[config.mk]
export PLATFORM = sky130hd
export DESIGN_NAME = decode_stage_flat
export DESIGN_NICKNAME = d
export VERILOG_FILES = /design/src/rtl/decode_stage_if.sv /design/src/rtl/decode_stage.sv /design/src/flat_wrapper.sv
export SDC_FILE = /design/constraint.sdc
export NUM_CORES = 1
export LEC_CHECK = 0
export CAP_MARGIN = 20
export CORE_AREA = 4 4 172 174
export CTS_BUF_LIST = sky130_fd_sc_hd__clkbuf_16
export DETAILED_ROUTE_END_ITERATION = 10
export DIE_AREA = 0 0 176 178
export PLACE_DENSITY = 0.5
export REMOVE_ABC_BUFFERS = 1
export SLEW_MARGIN = 20
export SYNTH_ARGS = -nofsm -noshare
export SYNTH_HDL_FRONTEND = slang
export SYNTH_SLANG_ARGS = --single-unit
[constraint.sdc]
create_clock -name clk -period 5.3 [get_ports clk]
set_clock_uncertainty 0.05 [all_clocks]
set_input_delay 1.325 -clock clk [delete_from_list [all_inputs] [get_ports clk]]
set_output_delay 1.325 -clock clk [all_outputs]
set_load 0.03 [all_outputs]
[src/rtl/decode_stage_if.sv]
// Fetch-to-execute bundle carried through decode_stage: fetch-side handshake,
// execute-side handshake and the decoded payload.
interface decode_stage_if #(
  parameter int unsigned XLEN = 32
);
  logic            in_valid;
  logic            in_ready;
  logic [31:0]     in_instr;
  logic [XLEN-1:0] in_pc;

  logic            out_valid;
  logic            out_ready;
  logic [XLEN-1:0] out_pc;
  logic [XLEN-1:0] out_imm;
  logic [4:0]      out_alu_ctl;
  logic [4:0]      out_rs1;
  logic [4:0]      out_rs2;
  logic [4:0]      out_rd;
  logic            out_branch_c;
  logic            out_branch_uc;
  logic            out_branch_relative;
  logic            out_mem_read;
  logic            out_mem_write;
  logic            out_alu_pc;
  logic            out_alu_src;
  logic            out_reg_write;
  logic            out_data_out;
  logic            out_data_in;
  logic            out_illegal;

  // Environment side: fetch drives instructions, execute drives out_ready.
  modport master (
    output in_valid, in_instr, in_pc, out_ready,
    input  in_ready, out_valid, out_pc, out_imm, out_alu_ctl, out_rs1, out_rs2, out_rd,
           out_branch_c, out_branch_uc, out_branch_relative, out_mem_read, out_mem_write,
           out_alu_pc, out_alu_src, out_reg_write, out_data_out, out_data_in, out_illegal
  );

  // Decoder side.
  modport slave (
    input  in_valid, in_instr, in_pc, out_ready,
    output in_ready, out_valid, out_pc, out_imm, out_alu_ctl, out_rs1, out_rs2, out_rd,
           out_branch_c, out_branch_uc, out_branch_relative, out_mem_read, out_mem_write,
           out_alu_pc, out_alu_src, out_reg_write, out_data_out, out_data_in, out_illegal
  );
endinterface

[src/rtl/decode_stage.sv]
// Free-running instruction decode stage: combinational decode at the input,
// two-entry (output + skid) buffer so in_ready is purely registered.
module decode_stage #(
  parameter int unsigned XLEN     = 32,
  parameter bit          ENABLE_M = 1'b0
) (
  input logic           clk,
  input logic           rst,
  input logic           flush,
  decode_stage_if.slave bus
);

  typedef enum logic [4:0] {
    ALU_AND = 5'd0,  ALU_OR  = 5'd1,  ALU_ADD = 5'd2,  ALU_XOR = 5'd3,
    ALU_SLL = 5'd4,  ALU_SRL = 5'd5,  ALU_SUB = 5'd6,  ALU_LT  = 5'd7,
    ALU_GE  = 5'd8,  ALU_CHOOSEB = 5'd10, ALU_EQ = 5'd11, ALU_NE = 5'd12,
    ALU_LTU = 5'd13, ALU_GEU = 5'd14, ALU_SRA = 5'd15, ALU_MUL = 5'd16,
    ALU_ZERO = 5'd31
  } alu_op_e;

  typedef enum logic [1:0] {S_EMPTY, S_ONE, S_FULL} state_e;

  typedef struct packed {
    logic [XLEN-1:0] pc;
    logic [XLEN-1:0] imm;
    logic [4:0]      alu;
    logic [4:0]      rs1;
    logic [4:0]      rs2;
    logic [4:0]      rd;
    logic            branch_c;
    logic            branch_uc;
    logic            branch_rel;
    logic            mem_read;
    logic            mem_write;
    logic            alu_pc;
    logic            alu_src;
    logic            reg_write;
    logic            data_out;
    logic            data_in;
    logic            illegal;
  } bundle_t;

  localparam bundle_t RESET_B = '{alu: ALU_ZERO, branch_rel: 1'b1, default: '0};

  localparam logic [6:0] OP_R     = 7'b0110011;
  localparam logic [6:0] OP_I     = 7'b0010011;
  localparam logic [6:0] OP_LOAD  = 7'b0000011;
  localparam logic [6:0] OP_JALR  = 7'b1100111;
  localparam logic [6:0] OP_S     = 7'b0100011;
  localparam logic [6:0] OP_B     = 7'b1100011;
  localparam logic [6:0] OP_JAL   = 7'b1101111;
  localparam logic [6:0] OP_LUI   = 7'b0110111;
  localparam logic [6:0] OP_AUIPC = 7'b0010111;
  localparam logic [6:0] OP_OUT   = 7'b0000001;
  localparam logic [6:0] OP_IN    = 7'b0000000;

  logic [31:0] instr;
  logic [6:0]  opcode;
  logic [2:0]  f3;
  logic [6:0]  f7;
  logic [31:0] imm_i, imm_s, imm_b, imm_u, imm_j, imm32;
  logic [4:0]  base_alu;
  logic        legal;
  bundle_t     dec;

  assign instr  = bus.in_instr;
  assign opcode = instr[6:0];
  assign f3     = instr[14:12];
  assign f7     = instr[31:25];
  assign imm_i  = {{20{instr[31]}}, instr[31:20]};
  assign imm_s  = {{20{instr[31]}}, instr[31:25], instr[11:7]};
  assign imm_b  = {{19{instr[31]}}, instr[31], instr[7], instr[30:25], instr[11:8], 1'b0};
  assign imm_u  = {instr[31:12], 12'b0};
  assign imm_j  = {{11{instr[31]}}, instr[31], instr[19:12], instr[20], instr[30:21], 1'b0};

  always_comb begin
    base_alu = ALU_ADD;
    case (f3)
      3'b000: base_alu = ALU_ADD;
      3'b001: base_alu = ALU_SLL;
      3'b010: base_alu = ALU_LT;
      3'b011: base_alu = ALU_LTU;
      3'b100: base_alu = ALU_XOR;
      3'b101: base_alu = ALU_SRL;
      3'b110: base_alu = ALU_OR;
      3'b111: base_alu = ALU_AND;
      default: base_alu = ALU_ADD;
    endcase
  end

  always_comb begin
    dec         = RESET_B;
    dec.pc      = bus.in_pc;
    dec.rs1     = instr[19:15];
    dec.rs2     = instr[24:20];
    dec.rd      = instr[11:7];
    dec.alu_src = 1'b1;
    legal       = 1'b1;
    imm32       = imm_i;
    case (opcode)
      OP_R: begin
        imm32         = '0;
        dec.alu_src   = 1'b0;
        dec.reg_write = 1'b1;
        case (f7)
          7'b0000000: dec.alu = base_alu;
          7'b0100000: begin
            if (f3 == 3'b000)      dec.alu = ALU_SUB;
            else if (f3 == 3'b101) dec.alu = ALU_SRA;
            else                   legal   = 1'b0;
          end
          7'b0000001: begin
            if (ENABLE_M) dec.alu = ALU_MUL + {2'b00, f3};
            else          legal   = 1'b0;
          end
          default: legal = 1'b0;
        endcase
      end
      OP_I: begin
        dec.reg_write = 1'b1;
        dec.alu       = base_alu;
        // Shift-immediates reuse funct7 as an encoding qualifier.
        if (f3 == 3'b001 && f7 != 7'b0000000) legal = 1'b0;
        if (f3 == 3'b101) begin
          if (f7 == 7'b0100000)      dec.alu = ALU_SRA;
          else if (f7 != 7'b0000000) legal   = 1'b0;
        end
      end
      OP_LOAD: begin
        dec.alu       = ALU_ADD;
        dec.mem_read  = 1'b1;
        dec.reg_write = 1'b1;
        if (f3 != 3'b010) legal = 1'b0;
      end
      OP_JALR: begin
        dec.alu        = ALU_ADD;
        dec.branch_uc  = 1'b1;
        dec.branch_rel = 1'b0;
        dec.reg_write  = 1'b1;
        if (f3 != 3'b000) legal = 1'b0;
      end
      OP_S: begin
        imm32         = imm_s;
        dec.alu       = ALU_ADD;
        dec.mem_write = 1'b1;
        if (f3 != 3'b010) legal = 1'b0;
      end
      OP_B: begin
        imm32        = imm_b;
        dec.alu_src  = 1'b0;
        dec.branch_c = 1'b1;
        case (f3)
          3'b000:  dec.alu = ALU_EQ;
          3'b001:  dec.alu = ALU_NE;
          3'b100:  dec.alu = ALU_LT;
          3'b101:  dec.alu = ALU_GE;
          3'b110:  dec.alu = ALU_LTU;
          3'b111:  dec.alu = ALU_GEU;
          default: legal   = 1'b0;
        endcase
      end
      OP_JAL: begin
        imm32         = imm_j;
        dec.alu       = ALU_CHOOSEB;
        dec.branch_uc = 1'b1;
        dec.reg_write = 1'b1;
      end
      OP_LUI: begin
        imm32         = imm_u;
        dec.alu       = ALU_ADD;
        dec.reg_write = 1'b1;
      end
      OP_AUIPC: begin
        imm32         = imm_u;
        dec.alu       = ALU_ADD;
        dec.alu_pc    = 1'b1;
        dec.reg_write = 1'b1;
      end
      OP_OUT: dec.data_out = 1'b1;
      OP_IN: begin
        dec.data_in   = 1'b1;
        dec.reg_write = 1'b1;
      end
      default: legal = 1'b0;
    endcase
    if (!legal) begin
      dec.illegal   = 1'b1;
      dec.alu       = ALU_ZERO;
      dec.reg_write = 1'b0;
      dec.mem_read  = 1'b0;
      dec.mem_write = 1'b0;
      dec.branch_c  = 1'b0;
      dec.branch_uc = 1'b0;
      dec.data_in   = 1'b0;
      dec.data_out  = 1'b0;
    end
    if (dec.rd == 5'd0) dec.reg_write = 1'b0;
    dec.imm = XLEN'($signed(imm32));
  end

  state_e  state_q, state_d;
  logic    in_ready_q, out_valid_q;
  bundle_t out_q, skid_q;
  logic    in_fire, out_fire;

  assign in_fire  = bus.in_valid && in_ready_q;
  assign out_fire = out_valid_q && bus.out_ready;

  always_comb begin
    state_d = state_q;
    case (state_q)
      S_EMPTY: if (in_fire) state_d = S_ONE;
      S_ONE: begin
        if (in_fire && !out_fire)      state_d = S_FULL;
        else if (!in_fire && out_fire) state_d = S_EMPTY;
      end
      S_FULL:  if (out_fire) state_d = S_ONE;
      default: state_d = S_EMPTY;
    endcase
    if (flush) state_d = S_EMPTY;
  end

  // Handshake flags are registered from the next state so in_ready never
  // depends combinationally on out_ready.
  always_ff @(posedge clk) begin
    if (rst) begin
      state_q     <= S_EMPTY;
      in_ready_q  <= 1'b1;
      out_valid_q <= 1'b0;
      out_q       <= RESET_B;
      skid_q      <= RESET_B;
    end else begin
      state_q     <= state_d;
      in_ready_q  <= (state_d != S_FULL);
      out_valid_q <= (state_d != S_EMPTY);
      if (flush) begin
        out_q <= RESET_B;
      end else begin
        case (state_q)
          S_EMPTY: if (in_fire) out_q <= dec;
          S_ONE: begin
            if (in_fire && !out_fire)     skid_q <= dec;
            else if (in_fire && out_fire) out_q  <= dec;
          end
          S_FULL:  if (out_fire) out_q <= skid_q;
          default: ;
        endcase
      end
    end
  end

  assign bus.in_ready            = in_ready_q;
  assign bus.out_valid           = out_valid_q;
  assign bus.out_pc              = out_q.pc;
  assign bus.out_imm             = out_q.imm;
  assign bus.out_alu_ctl         = out_q.alu;
  assign bus.out_rs1             = out_q.rs1;
  assign bus.out_rs2             = out_q.rs2;
  assign bus.out_rd              = out_q.rd;
  assign bus.out_branch_c        = out_q.branch_c;
  assign bus.out_branch_uc       = out_q.branch_uc;
  assign bus.out_branch_relative = out_q.branch_rel;
  assign bus.out_mem_read        = out_q.mem_read;
  assign bus.out_mem_write       = out_q.mem_write;
  assign bus.out_alu_pc          = out_q.alu_pc;
  assign bus.out_alu_src         = out_q.alu_src;
  assign bus.out_reg_write       = out_q.reg_write;
  assign bus.out_data_out        = out_q.data_out;
  assign bus.out_data_in         = out_q.data_in;
  assign bus.out_illegal         = out_q.illegal;

endmodule

[src/flat_wrapper.sv]
// flat-port wrapper written by rule: the top's interface ports become plain ports
module decode_stage_flat 
#(
  parameter int unsigned XLEN     = 32,
  parameter bit          ENABLE_M = 1'b0
)
  (clk, rst, flush, bus_in_valid, bus_in_instr, bus_in_pc, bus_out_ready, bus_in_ready, bus_out_valid, bus_out_pc, bus_out_imm, bus_out_alu_ctl, bus_out_rs1, bus_out_rs2, bus_out_rd, bus_out_branch_c, bus_out_branch_uc, bus_out_branch_relative, bus_out_mem_read, bus_out_mem_write, bus_out_alu_pc, bus_out_alu_src, bus_out_reg_write, bus_out_data_out, bus_out_data_in, bus_out_illegal);
  decode_stage_if #(.XLEN(XLEN)) bus_i ();
  input logic clk;
  input logic rst;
  input logic flush;
  input wire logic [$bits(bus_i.in_valid)-1:0] bus_in_valid;
  input wire logic [$bits(bus_i.in_instr)-1:0] bus_in_instr;
  input wire logic [$bits(bus_i.in_pc)-1:0] bus_in_pc;
  input wire logic [$bits(bus_i.out_ready)-1:0] bus_out_ready;
  output wire logic [$bits(bus_i.in_ready)-1:0] bus_in_ready;
  output wire logic [$bits(bus_i.out_valid)-1:0] bus_out_valid;
  output wire logic [$bits(bus_i.out_pc)-1:0] bus_out_pc;
  output wire logic [$bits(bus_i.out_imm)-1:0] bus_out_imm;
  output wire logic [$bits(bus_i.out_alu_ctl)-1:0] bus_out_alu_ctl;
  output wire logic [$bits(bus_i.out_rs1)-1:0] bus_out_rs1;
  output wire logic [$bits(bus_i.out_rs2)-1:0] bus_out_rs2;
  output wire logic [$bits(bus_i.out_rd)-1:0] bus_out_rd;
  output wire logic [$bits(bus_i.out_branch_c)-1:0] bus_out_branch_c;
  output wire logic [$bits(bus_i.out_branch_uc)-1:0] bus_out_branch_uc;
  output wire logic [$bits(bus_i.out_branch_relative)-1:0] bus_out_branch_relative;
  output wire logic [$bits(bus_i.out_mem_read)-1:0] bus_out_mem_read;
  output wire logic [$bits(bus_i.out_mem_write)-1:0] bus_out_mem_write;
  output wire logic [$bits(bus_i.out_alu_pc)-1:0] bus_out_alu_pc;
  output wire logic [$bits(bus_i.out_alu_src)-1:0] bus_out_alu_src;
  output wire logic [$bits(bus_i.out_reg_write)-1:0] bus_out_reg_write;
  output wire logic [$bits(bus_i.out_data_out)-1:0] bus_out_data_out;
  output wire logic [$bits(bus_i.out_data_in)-1:0] bus_out_data_in;
  output wire logic [$bits(bus_i.out_illegal)-1:0] bus_out_illegal;
  assign bus_i.in_valid = bus_in_valid;
  assign bus_i.in_instr = bus_in_instr;
  assign bus_i.in_pc = bus_in_pc;
  assign bus_i.out_ready = bus_out_ready;
  assign bus_in_ready = bus_i.in_ready;
  assign bus_out_valid = bus_i.out_valid;
  assign bus_out_pc = bus_i.out_pc;
  assign bus_out_imm = bus_i.out_imm;
  assign bus_out_alu_ctl = bus_i.out_alu_ctl;
  assign bus_out_rs1 = bus_i.out_rs1;
  assign bus_out_rs2 = bus_i.out_rs2;
  assign bus_out_rd = bus_i.out_rd;
  assign bus_out_branch_c = bus_i.out_branch_c;
  assign bus_out_branch_uc = bus_i.out_branch_uc;
  assign bus_out_branch_relative = bus_i.out_branch_relative;
  assign bus_out_mem_read = bus_i.out_mem_read;
  assign bus_out_mem_write = bus_i.out_mem_write;
  assign bus_out_alu_pc = bus_i.out_alu_pc;
  assign bus_out_alu_src = bus_i.out_alu_src;
  assign bus_out_reg_write = bus_i.out_reg_write;
  assign bus_out_data_out = bus_i.out_data_out;
  assign bus_out_data_in = bus_i.out_data_in;
  assign bus_out_illegal = bus_i.out_illegal;
  decode_stage #(.XLEN(XLEN), .ENABLE_M(ENABLE_M)) u_core (.clk(clk), .rst(rst), .flush(flush), .bus(bus_i));
endmodule
# --- Yosys cells after proc, flatten, opt, wreduce, memory -nomap -nowiden ---
# Memories as Yosys holds them, arrays and structs flattened.
# Cells that the tools add are included.
totals:
  register_bits: 194
  romBits: 32
  in_bits: 69
  n_memories: 1
classes:
  n_eq_ne: 24
  n_mux: 45
  bitwise: 1
  n_reduce_logical: 28
memory_table:
  columns: ["name", "depth", "word_bits", "read_ports", "rd_ports_with_merged_regs", "write_ports", "line_no", "rtl"]
  rows:
  - ["(no name shown)", 8, 4, 1, 0, 0, "decode_stage.sv:78", "case (f3)"]
op_table:
  columns: ["operator", "count"]
  rows:
  - ["2-to-1 mux 95 bit", 4]
  - ["one-hot mux 95 bit (3 select lines)", 1]
  - ["one-hot mux 32 bit (5 select lines)", 1]
  - ["one-hot mux 5 bit (6 select lines)", 1]
  - ["== test 7 x 6 -> 1 bit, second input constant", 4]
  - ["2-to-1 mux 5 bit", 5]
  - ["one-hot mux 5 bit (5 select lines)", 1]
  - ["== test 7 bit, second input constant", 3]
  - ["2-to-1 mux 1 bit", 20]
  - ["== test 7 x 5 -> 1 bit, second input constant", 2]
  - ["logical NOT 7 bit", 2]
  - ["2-to-1 mux 2 bit", 7]
  - ["== test 3 bit, second input constant", 4]
  - ["one-hot mux 5 bit (2 select lines)", 1]
  - ["OR reduction 2 bit", 5]
  - ["OR reduction 5 bit", 2]
  - ["OR reduction 8 bit", 1]
  - ["== test 7 x 1 -> 1 bit, second input constant", 1]
  - ["== test 7 x 2 -> 1 bit, second input constant", 1]
  - ["nonzero test 7 bit", 1]
  - ["logical AND 1 bit", 6]
  - ["inequality test 2 x 1 -> 1 bit, second input constant", 3]
  - ["one-hot mux 1 bit (6 select lines)", 1]
  - ["one-hot mux 2 bit (3 select lines)", 1]
  - ["other kinds (17)", 20]

# --- Logic depth before layout (Yosys ltp) ---
depth:
  ltp_word: 12
  ltp_mapped: 9

# --- Least setup slack after synthesis ---
# No wires, ideal clock.
synth_path:
  kind: "input -> register"
  start: "in bus_in_instr[29]"
  end: "reg u_core.out_q, in the netlist u_core.bus.out_alu_ctl[0]"
  setup_time_ns: 0.138
  t_arrival_ns: 3.046
  required_time_ns: 5.112
  setup_slack_ns: 2.065
  path_stages: 6
  path_buffers: 0
  cell_sequence: "or4_4 -> a2111o_1 -> a311o_1 -> a31oi_2 -> and3_1 -> o221ai_2"
synth_between:
  elab_chain_cells: 11
  elab_cells_between_ends: 19
  classes_between: "eq/ne: 1; mux: 15; reduce/logical: 3"
synth_lines:
  columns: ["item", "line_no", "rtl"]
  rows:
  - ["from (decl)", "flat_wrapper.sv:13", "input wire logic [$bits(bus_i.in_instr)-1:0] bus_in_instr;"]
  - ["nonzero test 7 bit", "decode_stage.sv:123, decode_stage.sv:126", null]
  - ["logical AND 1 bit", "decode_stage.sv:123", "if (f3 == 3'b001 && f7 != 7'b0000000) legal = 1'b0;"]
  - ["2-to-1 mux 1 bit", "decode_stage.sv:123", null]
  - ["2-to-1 mux 1 bit", "decode_stage.sv:126", "else if (f7 != 7'b0000000) legal = 1'b0;"]
  - ["2-to-1 mux 1 bit", "decode_stage.sv:125", "if (f7 == 7'b0100000) dec.alu = ALU_SRA;"]
  - ["2-to-1 mux 1 bit", "decode_stage.sv:124", "if (f3 == 3'b101) begin"]
  - ["one-hot mux 1 bit (6 select lines)", "decode_stage.sv:100", "case (opcode)"]
  - ["2-to-1 mux 5 bit (*)", "decode_stage.sv:186", "if (!legal) begin"]
  - ["2-to-1 mux 95 bit", "decode_stage.sv:243", "else if (in_fire && out_fire) out_q <= dec;"]
  - ["2-to-1 mux 95 bit", "decode_stage.sv:242", "if (in_fire && !out_fire) skid_q <= dec;"]
  - ["one-hot mux 95 bit (3 select lines) (*)", "decode_stage.sv:239", "case (state_q)"]
  - ["to (signal assigned)", "decode_stage.sv:245", "S_FULL: if (out_fire) out_q <= skid_q;"]
  - ["to (decl)", "decode_stage.sv:203", "bundle_t out_q, skid_q;"]
# Mark *: on every way between the ends. The rest lies on a longest branch, timed or not. The select of a mux whose other input is x is not followed.
# A chain may end at the register's enable or synchronous reset.

# --- Worst setup path in the final report ---
layout_path:
  start: "in bus_in_instr[14]"
  end: "reg u_core.out_q, in the netlist u_core.bus.out_alu_ctl[4]"
layout_between:
  elab_chain_cells: 11
  elab_cells_between_ends: 32
  classes_between: "eq/ne: 6; mux: 22; reduce/logical: 4"
layout_lines:
  columns: ["item", "line_no"]
  rows:
  - ["== test 3 x 1 -> 1 bit", "decode_stage.sv:123, decode_stage.sv:152"]
  - ["logical AND 1 bit", "decode_stage.sv:123"]
  - ["2-to-1 mux 1 bit", "decode_stage.sv:123"]
  - ["2-to-1 mux 1 bit", "decode_stage.sv:126"]
  - ["2-to-1 mux 1 bit", "decode_stage.sv:125"]
  - ["2-to-1 mux 1 bit", "decode_stage.sv:124"]
  - ["one-hot mux 1 bit (6 select lines)", "decode_stage.sv:100"]
  - ["2-to-1 mux 5 bit (*)", "decode_stage.sv:186"]
  - ["2-to-1 mux 95 bit", "decode_stage.sv:243"]
  - ["2-to-1 mux 95 bit", "decode_stage.sv:242"]
  - ["one-hot mux 95 bit (3 select lines) (*)", "decode_stage.sv:239"]
# Marks and branches as above.

==> out/summary.txt <==
Status -> completed
Post-CTS Resized -> 0
H-tree depth -> 4
Slew @ Worst Pin -> 1.00 ns
Buf/Inv on CP -> 1
Final Cycle Share -> 0.722
RePlAce Congestion -> 0.847
Worst path cell trace -> clkdlybuf4s50_1 > or3_1 > a2111oi_0 > a211oi_1 > nand3_2 > nor3b_2 > a32oi_1
Number of synthesized flops with an enable pin -> 0
Seq/Total Area, Yosys -> 0.469
Worst-path maximum fanout -> 14
Total Wirelength -> 27.9 mm
Initial antenna violation count -> 0
GR Overflow Total -> 0
Yosys Warn Count -> 0
Layout Nets -> 1,247
Metal3 WL -> 1.43 mm
Iter 0 DRT Violations -> 501
Core box area -> 0.0278 mm^2
FF+latch count, synth -> 194
Worst reg-to-reg setup slack -> 2.63 ns
Pwr dens -> 300 mW/mm^2
Post-DP HPWL -> 17.3 mm
Critical Path RT -> 5.56 ns
Post-synth ARST share -> 0
Worst-path clk slew -> 0.08 ns
Critical path arrival -> 4.09 ns
CTS Hold Bufs -> 0
Drt pass-1 iters -> 5
Die area -> 0.0313 mm^2
Vias in the first global route -> 7,894
Clock sink total -> 194
Most common cell after layout, fill and taps aside -> nand2_1
IO Port Bufs -> 165
Final setup violation count -> 0
Antenna Nets Post-Route -> 0
Placed cell area -> 0.0102 mm^2
Largest net degree at the start of global routing -> 118
WL/cell -> 17.8 um
Cells after Synth -> 1,074
Via count -> 8,051
Setup tns final -> 0 ns
Top Ports -> 166
IR drop worst, VDD -> 0.000155 V
Max_slew headroom -> 0.333
Hold Fails Final Rpt -> 0
N_diodes -> 0
R2R depth -> 6
Startpoint types -> input pin
Setup crit end kind -> flip-flop
Worst skew pair latency -> 0.44 ns
Max Clk Rate -> 261 MHz
Hold Path Depth -> 2
Area growth, synth to finish -> 30.4%
Tmin final -> 3.83 ns
Die Ht -> 178 um
Setup bufs post-CTS -> 0
Mapped Avg Cell Area -> 7.72 um^2
Initial core utilization -> 0.298
WL met2 -> 12.6 mm
Via density -> 5.13
Primary FF master, synth -> dfxtp_1
Beginning of the worst hold path -> u_core.skid_q[6]$_SDFFE_PP0P_
Residual DRC -> 0
Crit-path leading delay family -> simple AND/OR/NAND/NOR gates
Width of the die -> 176 um
Crit Path Class -> input pin to flip-flop
Top layer in use -> met4
GRT Overall Usage -> 0.178
Longest Clk Path Bufs -> 2
CTS Buf Count -> 17
CTS tree -> yes
Synth unique cells -> 55
Crit path max-delay cell type -> clkdlybuf4s50_1
RSZ-0062 raised after global routing -> false
Pleak -> 3.66 nW
Mapped cell area -> 0.00829 mm^2
M1 wire length -> 13.7 mm
Global-route wire length before repair -> 44.6 mm
Final Cell Area -> 0.0108 mm^2
Hold Path Class -> flip-flop to flip-flop
Fillers -> 2,943
Most frequent cells in the layout -> nand2_1, dfxtp_1, clkdlybuf4s50_1, nor2_1, a21oi_1
Max stage delay on crit path -> 0.67 ns
FF-to-FF End -> u_core.bus.out_imm[17]$_SDFFE_PP0P_
Root buf cell -> clkbuf_16
FP Rows -> 61
Max-cap violations -> 0
Slew Limit Fails -> 0
Hold path endpoint -> u_core.skid_q[6]$_SDFFE_PP0P_
FF-to-FF Start -> u_core.state_q[0]$_SDFF_PP0_
Fraction of layout cells with a size suffix above 1 -> 0.0546
-- routing by layer --
layer,vias to the layer above,global-route usage
met3,14,0.0403
met4,0,0.0305
met2,219,0.286
met1,3821,0.248
met5,-,0
li1,3997,-
-- metrics by stage --
stage          worst slack, ns  instances  utilization  hold WS, ns  power [mW]
2_1_floorplan            -2.91        978            -        0.376        1.78
3_3_place_gp              1.22       1537        0.368        0.391        1.99
3_5_place_dp              1.11       1537        0.368        0.394        1.99
4_1_cts                   1.53       1569        0.389        0.405        3.29
5_1_grt                   1.29       1569        0.389        0.425        3.38
6_report                  1.47       1569        0.389        0.404        3.24
-- cells by family after synthesis --
family | Yosys count | share of synthesized area
simple gates | 487 | 0.248
compound gates | 292 | 0.236
flops | 194 | 0.469
buf+inv | 100 | 0.0456
xor+xnor | 1 | 0.00106
-- registers in the layout, indices dropped and copies added (netlist names), 2 cells and up --
| signal | count |
|---|---|
| u_core.bus.out_rs2 | 5 |
| u_core.skid_q | 95 |
| u_core.bus.out_imm | 32 |
| u_core.state_q | 2 |
| u_core.bus.out_rd | 5 |
| u_core.bus.out_pc | 32 |
| u_core.bus.out_alu_ctl | 5 |
| u_core.bus.out_rs1 | 5 |
-- cell type report --
type                            count  area (um^2)  share of cell area
Clock inverter                     15          146              0.0135
Inverter                            4         15.0             0.00139
Clock buffer                       17          425              0.0394
Timing Repair Buffer              181         1780               0.165
Multi-Input combinational cell    780         4080               0.378
Tap cell                          378          473              0.0438
Sequential cell                   194         3880               0.359
-- worst max-delay path by stage --
stage,to,cells past startpoint,start,slack (ns)
6_report,u_core.bus.out_alu_ctl[4]$_SDFFE_PP1P_,7,bus_in_instr[14],1.47
5_1_grt,u_core.bus.out_alu_ctl[4]$_SDFFE_PP1P_,7,bus_in_instr[14],1.29
4_1_cts,u_core.bus.out_alu_ctl[4]$_SDFFE_PP1P_,7,bus_in_instr[13],1.53
3_5_place_dp,u_core.bus.out_alu_ctl[4]$_SDFFE_PP1P_,7,bus_in_instr[13],1.11
3_3_place_gp,u_core.bus.out_imm[16]$_SDFFE_PP0P_,7,bus_in_instr[0],1.22
2_1_floorplan,u_core.skid_q[43]$_SDFFE_PP0P_,4,bus_out_ready,-2.91
-- power by group --
part           internal, mW  switching [mW]
combinational         0.165           0.271
clock                 0.626           0.652
sequential             1.50          0.0235
total                  2.29           0.947
-- synthesized netlist by cell type (8+ instances only) --
cell,instances,share of area
a211oi_1,31,0.028
a21oi_1,107,0.065
dfxtp_1,194,0.47
nor3_1,14,0.0085
nand2_1,248,0.11
clkbuf_1,92,0.042
nor2_1,133,0.060
nand3_1,40,0.024
a311oi_1,67,0.071
o21ai_0,34,0.021
or3_1,8,0.0060
a221oi_1,9,0.0095
-- tightest hold or removal path: cells and delay by family, from the launching register on --
family           cells  cell delay (ns)
AO/OA/AOI/OAI        1             0.05
flip-flops           1             0.31
AND/OR/NAND/NOR      1             0.05
Note: power is estimated with default switching activity, not from simulation.
